$ cat src/rtl/vga_timing_gen.sv
// Parametrised VGA raster timing generator: pixel/line counters, syncs, blanking,
// data-enable, start-of-frame / end-of-line pulses and a wrapping frame counter.
module vga_timing_gen #(
  parameter int unsigned H_ACTIVE  = 800,
  parameter int unsigned H_FP      = 40,
  parameter int unsigned H_SYNC    = 128,
  parameter int unsigned H_BP      = 88,
  parameter int unsigned V_ACTIVE  = 600,
  parameter int unsigned V_FP      = 1,
  parameter int unsigned V_SYNC    = 4,
  parameter int unsigned V_BP      = 23,
  parameter bit          HSYNC_POL = 1'b1,
  parameter bit          VSYNC_POL = 1'b1,
  parameter int unsigned CNT_W     = 11,
  parameter int unsigned FRAME_W   = 8
) (
  input  logic               clk,
  input  logic               rst_n,
  input  logic               en,
  output logic [CNT_W-1:0]   hcount,
  output logic [CNT_W-1:0]   vcount,
  output logic               hsync,
  output logic               vsync,
  output logic               hblnk,
  output logic               vblnk,
  output logic               de,
  output logic               sof,
  output logic               eol,
  output logic [FRAME_W-1:0] frame_cnt
);

  localparam int unsigned H_TOTAL = H_ACTIVE + H_FP + H_SYNC + H_BP;
  localparam int unsigned V_TOTAL = V_ACTIVE + V_FP + V_SYNC + V_BP;

  if (((H_TOTAL - 1) >> CNT_W) != 0 || ((V_TOTAL - 1) >> CNT_W) != 0) begin : g_cnt_w_check
    $fatal(1, "vga_timing_gen: CNT_W too narrow for H_TOTAL-1 / V_TOTAL-1");
  end
  if (H_FP < 1 || H_SYNC < 1 || H_BP < 1 || V_FP < 1 || V_SYNC < 1 || V_BP < 1)
  begin : g_porch_check
    $fatal(1, "vga_timing_gen: porch and sync widths must be at least 1");
  end

  localparam logic [CNT_W-1:0] HLast    = CNT_W'(H_TOTAL - 1);
  localparam logic [CNT_W-1:0] VLast    = CNT_W'(V_TOTAL - 1);
  localparam logic [CNT_W-1:0] HActEnd  = CNT_W'(H_ACTIVE);
  localparam logic [CNT_W-1:0] VActEnd  = CNT_W'(V_ACTIVE);
  localparam logic [CNT_W-1:0] HSyncBeg = CNT_W'(H_ACTIVE + H_FP);
  localparam logic [CNT_W-1:0] HSyncEnd = CNT_W'(H_ACTIVE + H_FP + H_SYNC);
  localparam logic [CNT_W-1:0] VSyncBeg = CNT_W'(V_ACTIVE + V_FP);
  localparam logic [CNT_W-1:0] VSyncEnd = CNT_W'(V_ACTIVE + V_FP + V_SYNC);

  logic [CNT_W-1:0]   hcount_q, hcount_d;
  logic [CNT_W-1:0]   vcount_q, vcount_d;
  logic [FRAME_W-1:0] frame_q, frame_d;
  logic               hsync_q, hsync_d;
  logic               vsync_q, vsync_d;
  logic               hblnk_q, hblnk_d;
  logic               vblnk_q, vblnk_d;
  logic               de_q, de_d;
  logic               sof_q, sof_d;
  logic               eol_q, eol_d;

  // Counter advance; frame wrap is the only way into (0,0) that raises sof.
  always_comb begin
    hcount_d = hcount_q;
    vcount_d = vcount_q;
    frame_d  = frame_q;
    sof_d    = 1'b0;
    eol_d    = 1'b0;
    if (en) begin
      if (hcount_q == HLast) begin
        hcount_d = '0;
        if (vcount_q == VLast) begin
          vcount_d = '0;
          frame_d  = frame_q + FRAME_W'(1);
          sof_d    = 1'b1;
        end else begin
          vcount_d = vcount_q + CNT_W'(1);
        end
      end else begin
        hcount_d = hcount_q + CNT_W'(1);
      end
      eol_d = (hcount_d == HLast);
    end
  end

  // Level flags decode the next-state counters so they line up with hcount/vcount.
  always_comb begin
    hblnk_d = (hcount_d >= HActEnd);
    vblnk_d = (vcount_d >= VActEnd);
    hsync_d = ((hcount_d >= HSyncBeg) && (hcount_d < HSyncEnd)) ~^ HSYNC_POL;
    vsync_d = ((vcount_d >= VSyncBeg) && (vcount_d < VSyncEnd)) ~^ VSYNC_POL;
    de_d    = !hblnk_d && !vblnk_d;
  end

  always_ff @(posedge clk or negedge rst_n) begin
    if (!rst_n) begin
      hcount_q <= '0;
      vcount_q <= '0;
      frame_q  <= '0;
      hsync_q  <= ~HSYNC_POL;
      vsync_q  <= ~VSYNC_POL;
      hblnk_q  <= 1'b0;
      vblnk_q  <= 1'b0;
      de_q     <= 1'b1;
      sof_q    <= 1'b0;
      eol_q    <= 1'b0;
    end else begin
      hcount_q <= hcount_d;
      vcount_q <= vcount_d;
      frame_q  <= frame_d;
      hsync_q  <= hsync_d;
      vsync_q  <= vsync_d;
      hblnk_q  <= hblnk_d;
      vblnk_q  <= vblnk_d;
      de_q     <= de_d;
      sof_q    <= sof_d;
      eol_q    <= eol_d;
    end
  end

  assign hcount    = hcount_q;
  assign vcount    = vcount_q;
  assign frame_cnt = frame_q;
  assign hsync     = hsync_q;
  assign vsync     = vsync_q;
  assign hblnk     = hblnk_q;
  assign vblnk     = vblnk_q;
  assign de        = de_q;
  assign sof       = sof_q;
  assign eol       = eol_q;

endmodule

$ cat config.mk
export PLATFORM = sky130hd
export DESIGN_NAME = vga_timing_gen
export DESIGN_NICKNAME = d
export VERILOG_FILES = /design/src/rtl/vga_timing_gen.sv
export SDC_FILE = /design/constraint.sdc
export NUM_CORES = 1
export LEC_CHECK = 0
export ABC_AREA = 1
export CAP_MARGIN = 10
export CORE_UTILIZATION = 30
export CTS_BUF_LIST = sky130_fd_sc_hd__clkbuf_4
export DETAILED_ROUTE_END_ITERATION = 6
export PLACE_DENSITY_LB_ADDON = 0.05
export RECOVER_POWER = 50
export SYNTH_ARGS = -nofsm -noshare
export SYNTH_HDL_FRONTEND = slang
export SYNTH_SLANG_ARGS = --single-unit
$ cat constraint.sdc
create_clock -name clk -period 2.75 [get_ports clk]
set_input_delay 0.275 -clock clk [delete_from_list [all_inputs] [get_ports clk]]
set_output_delay 0.275 -clock clk [all_outputs]
set_load 0.01 [all_outputs]
==> out/metrics.yaml <==
detailed_routing:
  wl_met3_um: 272
  avgRoutedWirePerCell_um: 12.4
  vias_per_cell: 4.56
  drt_iter0_drc: 73
  drc: 0
  dr_total_vias: 1947
  wl_met2_um: 2340
  final_antenna_net_count: 0
  routed.top_layer: "met4"
  dr.pass1.iters: 4
  wl_met1_um: 2630
  wirelength_um: 5310
sta:
  finalCriticalPeriod_ns: 2.21
  fmax_mhz: 452
  finalHoldViolCount: 0
  whs_ns: 0.466
  slew_viol_final: 38
  slew_headroom_pct: -36.1
  rsz0062_at_grt: "no"
  tightestPinTransition_ns: 2.04
  setup_tns_ns: 0
  fin_crit_sh_pct: 80.4
  clock_skew_ns: 0.0109
  setup_viol: 0
floorplanning:
  core_area_mm2: 0.00691
  die_x_um: 87.1
  initial_core_util_pct: 31.5
  die_h_um: 87.1
  io_pins: 40
  dieArea_mm2: 0.00759
  rows: 30
setup_path:
  worstPathMaxFanout: 6
  crit_path_end_kind: "flip-flop"
  arrival_ns: 2.50
  cpMaxStageDelayCell: "dfrtp_1"
  r2r_end: "frame_cnt[7]"
  crit_type: "reg2reg"
  path_cells: "ha_1, nand2_1, nor2_8, nand3_1, nor4_2, nand3_1, nor3_2, xor2_1"
  crit_top_cell: "nand3_1"
  r2r_cells: 8
  cp-start-kind: "flip-flop"
  cp_data_required_time_ns: 3.04
  r2r_slack_ns: 0.54
  cp_num_buf_inv: 0
  cpPeakStageDelay_ns: 0.46
  timing.rr.start: "hcount[0]"
  crit_family: "simple AND/OR/NAND/NOR gates"
layout:
  final_common_cell: "nand2_1"
  layout.area.seq_um2: 927
  area_delta_synth_final_pct: 25.8
  fillers: 765
  layoutNonFillerInstCount: 427
  multiInputGateArea_mm2: 0.00106
  design_area_mm2: 0.00274
  post-route-util_pct: 39.6
  mostFrequentLayoutCells: "73 x nand2_1, 37 x inv_1, 36 x dfrtp_1, 31 x nor2_1, 28 x nand3_1"
  drive_gt1_share_pct: 11.5
  diodes: 0
  num-nets-final: 337
min_path:
  hp-class: "reg2reg"
  hold-path-endpoint: "frame_cnt[7]"
  holdCritStartpoint: "frame_cnt[7]"
  whs_path_depth: 1
logic_synthesis:
  ys_types: 34
  synth_flop_cell: "dfrtp_1"
  yosysWarnings: 0
  synthSimpleGateAreaFrac_pct: 36.9
  post_synth_mux_area_share_pct: 0
  netlist_instances: 284
  seq_area_frac_synth_pct: 42.6
  synthAdderAreaFrac_pct: 2.30
  async_flop_share_pct: 100
  synth-xor-area-share_pct: 4.03
  synth_top_family_by_area: "simple AND/OR/NAND/NOR gates"
  synth-edff-count: 0
  synth_seq_cells: 37
  syn-num-nets: 291
  synth.cell_area_mm2: 0.00217
  synth_compound_gate_area_share_pct: 5.75
  syn_avg_cell_area_um2: 7.66
power:
  cellPowerDensity_mw_per_mm2: 493
  irDropWorstVdd_mv: 0.332
  p_leak_nw: 1.36
placed_design:
  place_area_mm2: 0.00269
  dp.cells: 419
  io_buffer_count: 39
  place_congestion: 0.812
  dp_hpwl_um: 4040
clocking:
  cts_tree: "done"
  cts_num_sinks: 37
  numCtsBuffers: 5
  postCtsSetupBuffers: 0
  clock_tree.buffer_depth: 2
  path_clk_slew_ns: 0.12
  hold_buffers: 0
  ctsHtreeMaxLevel: 2
  cts_resized: 0
  insertion_delay_ns: 0.35
  cts_root_buffer: "clkbuf_4"
grt:
  grt-ovfl-total: 0
  grt_max_degree: 38
  grt_pass1_wl_um: 8830
  first_global_vias: 1801
  gr-usage-all-layers_pct: 15.3
  antenna_found_initial: 0
job:
  cap_viol_max_count: 1
status:
  outcome: "complete, but fails checks"
  violations: "capacitance limit, slew limit"
per-layer routing:
layer	global-route usage [%]	up-vias
met3	3.22	5
li1	-	992
met4	4.47	0
met1	21.5	905
met5	0	-
met2	23.6	45
flip-flops by register name, summed over array words and instances, names as in the netlist:
| name | cells |
|---|---|
| sof | 1 |
| hcount | 11 |
| hsync | 1 |
| frame_cnt | 8 |
| vcount | 11 |
| eol | 1 |
| vblnk | 1 |
| hblnk | 1 |
| vsync | 1 |
| de | 1 |
cell families after synthesis:
kind of cell             count (synthesis)
adder cells (fa/ha/maj)                  4
flip-flops                              37
AND/OR/NAND/NOR                        163
AO/OA/AOI/OAI                           22
XOR/XNOR                                10
buffers and inverters                   48
through the flow:
step	total power, W	setup WS, ns
global route	0.00145	0.270
global placement	0.00107	0.634
finish	0.00135	0.539
detailed placement	0.00107	0.652
CTS	0.00139	0.613
floorplan	0.000886	0.890
area by class of cell:
type                       count  share of cell area [%]
sequential                    37                    33.9
timing repair buffer          42                    14.9
multi-input combinational    199                    38.7
inverter                      45                    6.17
tap                           96                    4.39
clock inverter                 2                   0.366
clock buffer                   6                    1.65
synth_stat cells (2+ instances only):
library cell  count  area (um2)
clkbuf_1          2        7.51
clkinv_1          2        7.51
dfrtp_1          36         901
ha_1              4        50.1
inv_1            37         139
inv_2             6        22.5
nand2_1          72         270
nand2_2           4        25.0
nand3_1          27         135
nand3_2           5        50.1
nand3b_1          2        15.0
nand4_1           7        43.8
nor2_1           31         116
nor2_2            4        25.0
nor2_8            2        40.0
nor3_1            3        15.0
o21ai_0          10        50.1
o21ai_1           6        30.0
xnor2_1           3        26.3
xor2_1            7        61.3
power by group:
group	leakage (nW)	internal [W]	switching, W
logic	0.883	0.000166	0.000201
registers	0.444	0.000601	0.0000793
clock network	0.0354	0.000107	0.000195
total	1.36	0.000875	0.000475
worst max-delay path by stage:
stage / startpoint / to / slack [ns] / depth (start not counted)
after global routing: hcount[0] / de / 0.27 / 13
after floorplan: hcount[0] / vsync / 0.89 / 14
after detailed placement: en / frame_cnt[7] / 0.65 / 6
final: hcount[0] / frame_cnt[7] / 0.54 / 8
after global placement: hcount[0] / de / 0.63 / 13
after CTS: hcount[0] / de / 0.61 / 13
No activity file was read; power rests on OpenSTA's default activity.
